### config.mk
export PLATFORM = sky130hd
export DESIGN_NAME = pipe_stage_elastic
export DESIGN_NICKNAME = d
export VERILOG_FILES = /design/src/rtl/pipe_stage_elastic.sv
export SDC_FILE = /design/constraint.sdc
export NUM_CORES = 1
export LEC_CHECK = 0
export BUFFER_PORTS_ARGS = -buffer_cell sky130_fd_sc_hd__buf_4
export CAP_MARGIN = 20
export CORE_UTILIZATION = 50
export CTS_BUF_LIST = sky130_fd_sc_hd__clkbuf_8
export DETAILED_ROUTE_END_ITERATION = 8
export PLACE_DENSITY = 0.76
export RECOVER_POWER = 25
export SYNTH_ARGS = -nofsm -noshare
export SYNTH_HDL_FRONTEND = slang
export SYNTH_SLANG_ARGS = --single-unit
### constraint.sdc
create_clock -name clk -period 4.1 [get_ports clk]
set_input_delay 0.82 -clock clk [delete_from_list [all_inputs] [get_ports clk]]
set_output_delay 0.82 -clock clk [all_outputs]
set_load 0.01 [all_outputs]
### src/rtl/pipe_stage_elastic.sv
// Elastic two-entry pipeline register (main + skid) with flush, NOP insertion and stall counting.
// All state advances on the falling edge of clk, in step with the neighbouring pipe registers.
module pipe_stage_elastic #(
  parameter int unsigned CTRL_W = 16,
  parameter int unsigned DATA_W = 128
) (
  input  logic              clk,
  input  logic              reset,
  input  logic              in_valid,
  output logic              in_ready,
  input  logic [CTRL_W-1:0] in_ctrl,
  input  logic [DATA_W-1:0] in_data,
  input  logic              flush,
  output logic              out_valid,
  input  logic              out_ready,
  output logic [CTRL_W-1:0] out_ctrl,
  output logic [DATA_W-1:0] out_data,
  output logic [1:0]        occupancy,
  output logic [15:0]       stall_count
);

  localparam int unsigned STALL_W = 16;
  localparam logic [STALL_W-1:0] STALL_MAX = '1;

  typedef enum logic [1:0] {
    ST_EMPTY = 2'd0,
    ST_ONE   = 2'd1,
    ST_FULL  = 2'd2
  } state_e;

  state_e              state_q, state_d;
  logic                main_valid_q, main_valid_d;
  logic [CTRL_W-1:0]   main_ctrl_q, main_ctrl_d;
  logic [DATA_W-1:0]   main_data_q, main_data_d;
  logic                skid_valid_q, skid_valid_d;
  logic [CTRL_W-1:0]   skid_ctrl_q, skid_ctrl_d;
  logic [DATA_W-1:0]   skid_data_q, skid_data_d;
  logic                in_ready_q, in_ready_d;
  logic [STALL_W-1:0]  stall_q, stall_d;
  logic                accept, drain;

  // Handshakes use only registered ready/valid, so out_ready never reaches in_ready.
  assign accept = in_valid & in_ready_q;
  assign drain  = main_valid_q & out_ready;

  // Next-state: main ctrl is zeroed whenever main goes invalid, so out_ctrl is a NOP then.
  always_comb begin
    state_d      = state_q;
    main_valid_d = main_valid_q;
    main_ctrl_d  = main_ctrl_q;
    main_data_d  = main_data_q;
    skid_valid_d = skid_valid_q;
    skid_ctrl_d  = skid_ctrl_q;
    skid_data_d  = skid_data_q;
    stall_d      = stall_q;

    if (main_valid_q && !out_ready && (stall_q != STALL_MAX)) begin
      stall_d = stall_q + STALL_W'(1);
    end

    if (flush) begin
      state_d      = ST_EMPTY;
      main_valid_d = 1'b0;
      main_ctrl_d  = '0;
      skid_valid_d = 1'b0;
      skid_ctrl_d  = '0;
      skid_data_d  = '0;
    end else begin
      case (state_q)
        ST_EMPTY: begin
          if (accept) begin
            state_d      = ST_ONE;
            main_valid_d = 1'b1;
            main_ctrl_d  = in_ctrl;
            main_data_d  = in_data;
          end
        end
        ST_ONE: begin
          if (accept && drain) begin
            main_ctrl_d = in_ctrl;
            main_data_d = in_data;
          end else if (accept) begin
            state_d      = ST_FULL;
            skid_valid_d = 1'b1;
            skid_ctrl_d  = in_ctrl;
            skid_data_d  = in_data;
          end else if (drain) begin
            state_d      = ST_EMPTY;
            main_valid_d = 1'b0;
            main_ctrl_d  = '0;
          end
        end
        ST_FULL: begin
          if (drain) begin
            state_d      = ST_ONE;
            main_ctrl_d  = skid_ctrl_q;
            main_data_d  = skid_data_q;
            skid_valid_d = 1'b0;
            skid_ctrl_d  = '0;
            skid_data_d  = '0;
          end
        end
        default: begin
          state_d      = ST_EMPTY;
          main_valid_d = 1'b0;
          main_ctrl_d  = '0;
          skid_valid_d = 1'b0;
          skid_ctrl_d  = '0;
        end
      endcase
    end

    in_ready_d = (state_d != ST_FULL);
  end

  // State registers; reset outranks flush by construction.
  always_ff @(negedge clk) begin
    if (reset) begin
      state_q      <= ST_EMPTY;
      main_valid_q <= 1'b0;
      main_ctrl_q  <= '0;
      main_data_q  <= '0;
      skid_valid_q <= 1'b0;
      skid_ctrl_q  <= '0;
      skid_data_q  <= '0;
      in_ready_q   <= 1'b1;
      stall_q      <= '0;
    end else begin
      state_q      <= state_d;
      main_valid_q <= main_valid_d;
      main_ctrl_q  <= main_ctrl_d;
      main_data_q  <= main_data_d;
      skid_valid_q <= skid_valid_d;
      skid_ctrl_q  <= skid_ctrl_d;
      skid_data_q  <= skid_data_d;
      in_ready_q   <= in_ready_d;
      stall_q      <= stall_d;
    end
  end

  assign in_ready    = in_ready_q;
  assign out_valid   = main_valid_q;
  assign out_ctrl    = main_ctrl_q;
  assign out_data    = main_data_q;
  assign occupancy   = 2'(state_q);
  assign stall_count = stall_q;

endmodule

; ---- Word level (Yosys, flattened, before mapping)
; Index checks and enable logic that the tools add are counted.
[totals]
ff_bits = 308
inputBits = 149
out_inout_bits = 164
[classes]
addsub = 1
n_eq_ne = 13
n_mux = 27
n_bitwise = 5
n_reduce_logical = 13
[op_table]
columns = operator, count
row1 = two-way mux 128 bit, 5
row2 = one-hot mux 128 bit (3 select lines), 1
row3 = one-hot mux 128 bit (2 select lines), 1
row4 = two-way mux 16 bit, 6
row5 = one-hot mux 16 bit (3 select lines), 2
row6 = adder 16 x 1 -> 16 bit (second input constant), 1
row7 = != test 16 bit (second input constant), 1
row8 = != test 2 bit (second input constant), 8
row9 = two-way mux 2 bit, 6
row10 = AND reduction 4 bit, 3
row11 = AND reduction 5 bit, 2
row12 = != test 3 bit (second input constant), 2
row13 = one-hot mux 2 bit (3 select lines), 1
row14 = two-way mux 1 bit, 4
row15 = logical AND 1 bit, 3
row16 = NOT 1 bit, 3
row17 = one-hot mux 1 bit (3 select lines), 1
row18 = nonzero test 3 bit, 1
row19 = AND 1 bit, 2
row20 = equality test 2 x 1 -> 1 bit (second input constant), 1
row21 = equality test 2 bit (second input constant), 1
row22 = zero test 2 bit, 1
row23 = nonzero test 2 bit, 1
row24 = OR reduction 2 bit, 1
row25 = zero test 1 bit, 1

; ---- Depth between registers and ports, before layout
; Gate-level depths: netlist (run 1).
[logic_depth]
ltp_word = 7
depth_mapped = 7

==> run summary, run 1 <==
Routability-driven placement finished with a final weighted congestion of 0.814. The number of hold buffers added after CTS came out at 0. The number of violations reported at the end of detailed-routing iteration 0 came out at 910. The global-route wire length before repair is 62.9 mm.

Counting every net in the synthesized netlist gives 1456. The worst setup slack after layout came out at 0.0670 ns. The total routed wirelength is 39.4 mm. In this run the most critical hold path is launched from out_ctrl[0].

The share of the Yosys chip area taken by registers is 48.5%. The routed via count came out at 12800. STA puts the critical path data arrival time at 3.21 ns. Entering global routing, the biggest net connects 79 pins. The count of buffers from port buffering is 312. Once detailed placement completed, the half-perimeter wirelength came to 23.7 mm.

The worst min-delay path category is reg -> reg. The root buffer cell chosen for the clock tree is sky130_fd_sc_hd__clkbuf_8. The final count of pins violating max slew came out at 0. The total area inside the core boundary comes to 24600 sq um.

The fraction of layout cells with a size suffix above 1 came out at 24.9%. The average cell area after synthesis is 9.73 sq um. The routed via count divided by cell count is 5.64. In this run the critical register-to-register path is captured at out_data[62]. The worst-case setup slack after placement came out at -0.261 ns. Counting instances, the worst hold path has a depth of 2. Yosys printed 0 warnings. The global router's overall resource usage is 29.3%. The fraction of post-synthesis cell area in the top cell type by area came out at 48.5%.

Measured along the y axis, the die boundary spans 161 um. The worst register-to-register path begins at occupancy[0]. The tool flagged a number of max-cap violations equal to 0. The floorplan step set the die width to 161 um. The leading cell type in the layout, fill and taps excluded is sky130_fd_sc_hd__buf_4. The number of nets with antenna violations after routing is 0.

The depth of the most critical reg-to-reg path came out at 5. The number of clock sinks seen by CTS is 308. Setup repair after global routing left no endpoint under its margin. The run finished with clean final reports. The via count of the first global-routing pass came out at 13500. The number of standard cells in the layout, taps in and fillers out is 2279. The worst setup path is launched from a register.

The instance count after placement with tap cells included came out at 1875. The number of search-and-repair iterations in the first detailed-routing pass is 5. The maximum count of clock buffers along a single path came out at 3. The count of antenna diodes in the layout came out at 0. The final setup skew is 0.0315 ns. The average wire per cell in the routed design came out at 17.3 um. In this run the worst path has a maximum fanout of 6. Clock-pin slew was measured on the worst setup and hold paths at 0.03 ns. The top cell family by delay on the critical path is flip-flops. The signal on the critical path passes through buf_4. In this run the number of cells on the critical path is 1. The overflow left after global routing came out at 0. The worst hold path endpoint is out_ctrl[0]. The most used flip-flop cell after synthesis is sky130_fd_sc_hd__dfxtp_1.

Summing every instance area after synthesis gives 12700 sq um. The number of placed I/O pins came out at 313. In the post-synthesis netlist, the biggest area contributors are sky130_fd_sc_hd__dfxtp_1 (48%), sky130_fd_sc_hd__mux2i_1 (10%), sky130_fd_sc_hd__a22oi_1 (8.4%). The starting density of the core is 51.7%. The number of distinct library cells after synthesis is 54.

The fraction of registers with async set or reset after synthesis is 0%. The buffers plus inverters on the worst setup path is 1. The total of endpoints with negative setup slack in the final report came out at 0. Yosys mapped a number of flops with a built-in enable equal to 0. The slowest stage of the critical path belongs to the cell sky130_fd_sc_hd__dfxtp_1. The largest incremental delay on the critical path came out at 0.43 ns. STA classifies the critical path endpoint as a primary output.

For the pin with the worst max-slew slack, the measured transition is 1.06 ns. The library cells used most frequently in the layout, excluding fill and tap cells, are sky130_fd_sc_hd__buf_4 (340), sky130_fd_sc_hd__inv_1 (328), sky130_fd_sc_hd__dfxtp_1 (298). In the final design database the tool counted 2064 nets.

The deepest level of the CTS H-tree is 2. The number of clock buffers inserted by TritonCTS came out at 54. The worst supply voltage drop on vdd came out at 0.362 mV. The area of the die came out at 26100 sq um. For this design the static power due to leakage is 0.00892 uW.

The site row count came out at 57. The buffer count from post-CTS setup fixing is 0. The setup slack on the worst flop-to-flop path came out at 1.64 ns. The gate count of the mapped netlist came out at 1306.

The initial antenna violation count is 0. The remaining design rule violation count is 0. In this run the power density over the cells is 456 nW/um^2. The setup path with the least slack is of type reg -> out. The synthesized design contains 308 register bits.

The final-report hold violation count came out at 0. The required arrival time at the worst endpoint came out at 3.28 ns. The synthesized design spends more area on one cell type than any other, namely sky130_fd_sc_hd__dfxtp_1.

The layout-stage area growth over the synthesis result came out at 40.5%. Measured against its own limit, the worst slew margin works out to 29.1%. For the worst-skew pair, the clock arrives at the later sink with an insertion delay of 0.60 ns. TritonCTS built the clock tree. The final total power came out at 8150 uW.
## through the flow
| step | TNS, ns | cell area [sq um] | utilization (%) | hold WS, ns |
|---|---|---|---|---|
| floorplan | 0 | 12700 | - | 0.449 |
| global placement | -34.53 | 15800 | 64.0 | 0.442 |
| detailed placement | -38.05 | 15800 | 64.0 | 0.448 |
| CTS | 0 | 18000 | 73.0 | 0.452 |
| global route | 0 | 17900 | 72.6 | 0.480 |
| finish | 0 | 17900 | 72.6 | 0.447 |
## area by class of cell
cell class	instances	area (sq um)
clock buffers	55	757
fillers	1827	6750
multi-input cells	857	5840
well taps	324	405
inverters	3	13.8
repair buffers	382	3220
flip-flops and latches	308	6180
clock inverters	350	1450
## power by group
part	switching, uW	internal [uW]	total, uW
clock	2090	1900	3990
sequential	70.1	3140	3210
combinational	495	453	948
## synth_stat cells (4+ instances only)
cell	number
sky130_fd_sc_hd__nand2_1	22
sky130_fd_sc_hd__clkbuf_1	57
sky130_fd_sc_hd__a211oi_1	109
sky130_fd_sc_hd__o21ai_1	12
sky130_fd_sc_hd__buf_4	21
sky130_fd_sc_hd__or3_1	8
sky130_fd_sc_hd__nor2_1	136
sky130_fd_sc_hd__a2bb2oi_1	15
sky130_fd_sc_hd__nand2b_1	5
sky130_fd_sc_hd__nand4_1	4
sky130_fd_sc_hd__a31oi_1	4
sky130_fd_sc_hd__o21ai_0	8
sky130_fd_sc_hd__a22oi_1	143
sky130_fd_sc_hd__a21oi_1	170
sky130_fd_sc_hd__inv_1	4
sky130_fd_sc_hd__nor2b_1	6
sky130_fd_sc_hd__mux2i_1	129
sky130_fd_sc_hd__a211oi_2	20
sky130_fd_sc_hd__nand4b_1	19
sky130_fd_sc_hd__nand3_1	4
sky130_fd_sc_hd__buf_2	54
sky130_fd_sc_hd__dfxtp_1	308
sky130_fd_sc_hd__o31ai_1	5
## how the worst max path moves through the flow
stage | end | startpoint | slack, ns
floorplan | stall_count[14] | out_ready | 0.003
global placement | skid_ctrl_q[11] | out_ready | -0.27
detailed placement | skid_ctrl_q[11] | out_ready | -0.26
CTS | stall_count[14] | stall_count[14] | 0.009
global route | stall_count[12] | stall_count[12] | 0.01
finish | stall_count[15] | stall_count[15] | 0.07
## what timing repair did
item	CTS	global route
gates resized for setup	3	7
pin swaps	0	0
endpoints found under the setup margin	3	7
## layer usage
layer | wire [um] | up-vias | part of all wire [%] | track usage, %
li1 | - | 6094 | - | -
met1 | 15600 | 6124 | 40 | 32.3
met2 | 19100 | 542 | 49 | 46.6
met3 | 3510 | 84 | 8.9 | 13.1
met4 | 1080 | 0 | 2.8 | 16.9
met5 | 0 | - | 0 | 0
## registers in the layout, indices dropped and copies added (netlist names)
register,cells
in_ready,1
occupancy,2
out_ctrl,16
out_data,128
out_valid,1
skid_ctrl_q,16
skid_data_q,128
stall_count,16
## cells by family after synthesis
logic type,count (synthesis),share of synthesized area (%)
adders and majority gates,1,0.0984
buffers and inverters,141,5.43
muxes,132,10.4
DFF,308,48.5
and+or+nand+nor,229,8.94
AOI/OAI and AO/OA,495,26.6
(Power assumes the default switching activity.)
==> run 2, diff against run 1 <==
==> constraint.sdc (replaced) <==
create_clock -name clk -period 3.8 [get_ports clk]
set_input_delay 0.76 -clock clk [delete_from_list [all_inputs] [get_ports clk]]
set_output_delay 0.76 -clock clk [all_outputs]
set_load 0.01 [all_outputs]
==> run summary, run 2 (same netlist as run 1, synthesis figures left out) <==
The area of the die came out at 26100 sq um (unchanged). The worst-case setup slack after placement is -0.246 ns (+0.0152 ns). The number of hold buffers added after CTS is 0 (unchanged). The final setup skew is 0.0210 ns (-0.0105 ns). The largest fanout on the critical path came to 7 (+1). The worst supply voltage drop on vdd came to 0.379 mV (+4.6%). The number of search-and-repair iterations in the first detailed-routing pass is 5 (unchanged). The maximum number of pins on one net before global-route repair was 96 (+22%). The number of nets in the finished design is 2066 (+0.097%). The worst setup path is of the reg -> out kind.

The instance count after placement with tap cells included is 1877 (+0.11%). The number of clock buffers inserted by TritonCTS came out at 52 (-3.7%). TritonCTS built the clock tree. The vertical die dimension is 161 um (unchanged).

The starting density of the core is 51.7% (unchanged). The layout-stage area growth over the synthesis result is 41.0%. The total routed wirelength came out at 39.8 mm (+1.1%). The flow ran to the end, and the final reports show no timing, DRC or antenna violations. The number of clock sinks seen by CTS is 308 (unchanged). The kind of capture point of the worst setup path is a primary output. The required arrival time at the worst endpoint is 3.04 ns (-0.24 ns).

The fraction of layout cells with a size suffix above 1 came out at 25.7% (+0.82 points). The later-pin clock latency in the skew report came out at 0.59 ns (about the same). The number of placed I/O pins came to 313 (unchanged). The site row count came to 57 (unchanged).

The remaining design rule violation count was 0 (unchanged). The transition time at the pin with the least slew margin is 0.817 ns (-0.242 ns). The final-report hold violation count came out at 0 (unchanged). The largest incremental delay on the critical path is 0.38 ns (-0.05 ns). The kind of cell with the highest combined delay along the critical path is flip-flops. The tree is rooted in a sky130_fd_sc_hd__clkbuf_8. The global-route wire length before repair came out at 62.7 mm (-0.27%).

The number of nets with antenna violations after routing came to 0 (unchanged). The global router's overall resource usage came to 29.4% (+0.15 points). The half-perimeter wire length after detailed placement came to 23.9 mm (+0.82%). The count of buffers from port buffering came out at 312 (unchanged). The routed via count came to 13000 (+1.1%).

The leakage power total is 0.00897 uW (+0.57%). The worst endpoint data arrival time is 2.99 ns (-0.22 ns). The final count of pins violating max slew was 0 (unchanged). The total power density per cell area is 486 nW/um^2 (+6.6%). The routed via count divided by cell count is 5.70 (+1.2%). The die boundary width is 161 um (unchanged). Leaving out fill and tap cells, the most frequent cells in the layout are sky130_fd_sc_hd__buf_4 (348), sky130_fd_sc_hd__inv_1 (328), sky130_fd_sc_hd__dfxtp_1 (290). The deepest level of the CTS H-tree came out at 2 (unchanged). The clock transition time at the flip-flop clock pins of the worst setup and hold paths came out at 0.03 ns (about the same). The worst min-delay path category is reg -> reg.

The initial antenna violation count is 1 (+1). The total of endpoints with negative setup slack in the final report is 0 (unchanged). The maximum count of clock buffers along a single path is 3 (unchanged). The buffers plus inverters on the worst setup path was 1 (unchanged). The floorplan core area is 24600 sq um (unchanged).

Leaving out fill and tap cells, the most frequent cell in the layout is sky130_fd_sc_hd__buf_4. The overflow left after global routing is 0 (unchanged). STA classifies the critical path startpoint as a register.

The number of standard cells in the layout, taps in and fillers out came to 2276 (-0.13%). The average wire per cell in the routed design is 17.5 um (+1.2%). The worst setup slack after layout came out at 0.0470 ns (-0.0200 ns). The worst slew margin relative to its limit is 45.6% (+16 points). The number of violations reported at the end of detailed-routing iteration 0 came out at 1016 (+12%).

The via count of the first global-routing pass was 13400 (-0.77%). The slowest cell on the critical path is sky130_fd_sc_hd__dfxtp_2. The number of max-capacitance violations reported is 0 (unchanged). The signal on the critical path passes through buf_4. The final RePlAce weighted congestion is 0.810 (-0.49%).
## run 2: changes by cell type in the layout (fill, tap and decap cells not counted), sizes merged
cell and change:
buf +10, clkinvlp -8, clkbuf -7, inv +2, clkinv -1, diode +1
## run 2: path summary, 6_finish.rpt
check | startpoint | end | slack, ns | cells after the start
max | stall_count[11] | stall_count[11] | 0.05 | 1
min | out_ctrl[14] | out_ctrl[14] | 0.45 | 2
max reg2reg | occupancy[0] | out_data[41] | 1.39 | 5
min reg2reg | out_ctrl[14] | out_ctrl[14] | 0.45 | 2
## run 2: worst reg2reg max path, delay by kind of cell (launching register included)
family	cells	cell delay (ns)
mux	1	0.22
buf+inv	2	0.80
compound gates	1	0.09
simple gates	1	0.76
flops	1	0.36
## run 2: where the power goes
| group | internal [uW] | switching, uW | leakage [uW] |
|---|---|---|---|
| registers | 3380 | 76.2 | 0.00252 |
| logic | 494 | 538 | 0.00426 |
| clock network | 2020 | 2210 | 0.00219 |
## run 2: final cells by class
class,instances,area (sq um)
fill,1875,6680
sequential,308,6210
multi-input combinational,857,5860
timing repair buffer,386,3280
clock inverter,343,1410
clock buffer,54,743
tap,324,405
inverter,3,13.8
antenna,1,2.50
## run 2: routing by layer
| metal | part of all wire (%) | global-route usage, % | routed length, um | vias up |
|---|---|---|---|---|
| li1 | - | - | - | 6107 |
| met1 | 40 | 32.4 | 15800 | 6233 |
| met2 | 49 | 47.6 | 19400 | 536 |
| met3 | 8.8 | 12.5 | 3480 | 108 |
| met4 | 2.9 | 16.7 | 1130 | 0 |
| met5 | 0 | 0 | 0 | - |
## run 2: stage by stage
step	utilization, %	instance area [sq um]	hold WS, ns	power [uW]	TNS (ns)
final	72.8	17900	0.451	8710	0
after global routing	72.8	17900	0.471	9310	-0.00463
after CTS	73.0	18000	0.456	8850	0
after detailed placement	64.2	15800	0.451	5030	-53.21
after global placement	64.2	15800	0.441	5000	-46.31
after floorplan	-	12700	0.449	4490	-0.332
## run 2: timing repair
item                                    4_1_cts  5_1_grt
resized for setup                            17        9
endpoints found under the setup margin       15       10
buffers inserted                              0        2
==> run 3, diff against run 2 <==
--- a/config.mk
+++ b/config.mk
@@ -8,7 +8,7 @@
 export BUFFER_PORTS_ARGS = -buffer_cell sky130_fd_sc_hd__buf_4
 export CAP_MARGIN = 20
 export CORE_UTILIZATION = 50
-export CTS_BUF_LIST = sky130_fd_sc_hd__clkbuf_8
+export CTS_CLUSTER_SIZE = 28
 export DETAILED_ROUTE_END_ITERATION = 8
 export PLACE_DENSITY = 0.76
 export RECOVER_POWER = 25
==> constraint.sdc (replaced) <==
create_clock -name clk -period 4.6 [get_ports clk]
set_input_delay 0.92 -clock clk [delete_from_list [all_inputs] [get_ports clk]]
set_output_delay 0.92 -clock clk [all_outputs]
set_load 0.01 [all_outputs]
==> run summary, run 3 (same netlist as run 1, synthesis figures left out) <==
The floorplan core area came to 24600 sq um (unchanged). The number of hold buffers added after CTS is 0 (unchanged). The largest incremental delay on the critical path is 0.41 ns (+0.03 ns). The routed via count divided by cell count is 5.80 (+1.7%).

The final total power came out at 7570 uW (-13%). STA classifies the critical path endpoint as a register. The deepest level of the CTS H-tree is 2 (unchanged). The number of violations reported at the end of detailed-routing iteration 0 came to 1007 (-0.89%). The fraction of layout cells with a size suffix above 1 is 23.6% (-2.1 points). The later-pin clock latency in the skew report is 0.58 ns (about the same). The die boundary width is 161 um (unchanged).

The library cells used most frequently in the layout, excluding fill and tap cells, are sky130_fd_sc_hd__buf_4 (347), sky130_fd_sc_hd__inv_1 (318), sky130_fd_sc_hd__dfxtp_1 (308). The met2 usage in global routing came out at 47.5% (-0.16 points). The final count of pins violating max slew came out at 0 (unchanged). Setup repair after global routing left no endpoint under its margin.

In this run the worst hold path is classified as reg -> reg. The remaining design rule violation count came out at 0 (unchanged). The post-cts repair resize count is 0 (-17). The number of nets with antenna violations after routing came out at 0 (unchanged). The average wire per cell in the routed design came out at 17.8 um (+1.8%). The footprint of the multi-input gates is 5860 sq um (about the same).

Traced cell by cell, the critical path runs through clkbuf_1, nand4b_1, o211ai_4, and2_2, buf_4, a211oi_1. The count of buffers from port buffering came out at 312 (unchanged). The largest individual stage delay along the critical path comes from the cell sky130_fd_sc_hd__and2_2. By startpoint and endpoint, the worst setup path is classified as in -> reg.

The transition time at the pin with the least slew margin came to 1.09 ns (+0.275 ns). The number of clock buffers inserted by TritonCTS came to 35 (-33%). The area used by sequential logic in the layout is 6170 sq um (-0.69%).

The run finished with clean final reports. The layout-stage area growth over the synthesis result is 40.6%. TritonCTS built the clock tree. The number of nets in the finished design is 2044 (-1.1%). The final setup skew came out at 0.0246 ns (+0.00351 ns).

The number of placed I/O pins is 313 (unchanged). The number of clock sinks seen by CTS was 308 (unchanged). The maximum count of clock buffers along a single path was 3 (unchanged). The total of endpoints with negative setup slack in the final report is 0 (unchanged).

The number of search-and-repair iterations in the first detailed-routing pass came out at 6 (+1). The site row count is 57 (unchanged). The global router's overall resource usage is 29.3% (-0.088 points).

The worst setup slack after layout is 0.141 ns (+0.0944 ns). The worst supply voltage drop on vdd is 0.366 mV (-3.3%). The worst endpoint data arrival time is 2.59 ns (-0.40 ns). The half-perimeter wire length after detailed placement is 24.4 mm (+2.1%). The global routing usage on met1 is 32.0% (-0.41 points).

The via count of the first global-routing pass came out at 13400 (+0.16%). The overflow left after global routing is 0 (unchanged). The final-report hold violation count came out at 0 (unchanged). The tree is rooted in a sky130_fd_sc_hd__clkbuf_16.

The final sum of negative setup slack came out at 0 ns (unchanged). The number of max-capacitance violations reported is 0 (unchanged). The leading cell type in the layout, fill and taps excluded is sky130_fd_sc_hd__buf_4. The clock transition time at the flip-flop clock pins of the worst setup and hold paths came to 0.04 ns (about the same). The global-route track usage on met3 came out at 12.6% (+0.15 points). The worst-case setup slack after placement was -0.125 ns (+0.120 ns). The buffers plus inverters on the worst setup path is 2 (+1). The global-route wire length before repair came out at 62.7 mm (about the same).

The maximum number of pins on one net before global-route repair came out at 79 (-18%). The count of antenna diodes in the layout came out at 0 (-1). The total power density per cell area came out at 423 nW/um^2 (-13%). On the critical path the largest part of the delay comes from simple AND/OR/NAND/NOR gates.

The required arrival time at the worst endpoint came out at 2.73 ns (-0.31 ns). The vertical die dimension came out at 161 um (unchanged). The worst setup path is launched from a primary input.

met2 is the most crowded layer. The final RePlAce weighted congestion is 0.841 (+3.9%). The worst slew margin relative to its limit came to 27.0% (-19 points).

The routed via count came out at 13000 (unchanged). The starting density of the core is 51.7% (unchanged). The total routed wirelength came out at 39.8 mm (+0.17%). The largest fanout on the critical path came out at 13 (+6). The area of the die is 26100 sq um (unchanged).

The filler cell count came out at 1855 (-1.1%). The initial antenna violation count was 0 (-1). The leakage power total came out at 0.00893 uW (-0.44%).

The buffer count from post-CTS setup fixing is 0 (unchanged).
## run 3: per-layer routing
metal | wire length [um] | vias to the layer above | part of all wire [%]
met4 | 1250 | 0 | 3.1
met1 | 15700 | 6253 | 39
li1 | - | 6046 | -
met5 | 0 | - | 0
met3 | 3640 | 91 | 9.1
met2 | 19300 | 594 | 48
## run 3: cell type report
cell class	count	area share, %
multi-input combinational	857	32.8
clock inverter	329	7.59
clock buffer	37	5.18
sequential	308	34.5
inverter	3	0.0770
tap	324	2.27
timing repair buffer	381	17.6
## run 3: worst reg2reg max path, delay by kind of cell (launching register included)
kind / cells / cell delay [ns]
simple gates: 1 / 0.88
buf+inv: 2 / 0.87
flops: 1 / 0.37
compound gates: 1 / 0.10
mux: 1 / 0.28
## run 3: power by group
part,internal [uW],switching [uW]
combinational,400,445
sequential,2800,62.3
clock,2030,1830
total,5230,2340
## run 3: metrics by stage
step | cell area, sq um | util, % | cells | hold WS, ns
6_report | 17900 | 72.7 | 2239 | 0.452
5_1_grt | 17900 | 72.7 | 2239 | 0.477
4_1_cts | 17900 | 72.9 | 2239 | 0.455
3_5_place_dp | 15700 | 63.7 | 1874 | 0.448
3_3_place_gp | 15700 | 63.7 | 1874 | 0.441
2_1_floorplan | 12700 | - | 1306 | 0.449
## run 3: path summary, 6_finish.rpt
path / endpoint / cells after the start / startpoint / slack, ns
max: out_data[124] / 6 / out_ready / 0.14
min: out_ctrl[10] / 2 / out_ctrl[10] / 0.45
max reg2reg: out_data[71] / 5 / occupancy[0] / 1.96
min reg2reg: out_ctrl[10] / 2 / out_ctrl[10] / 0.45
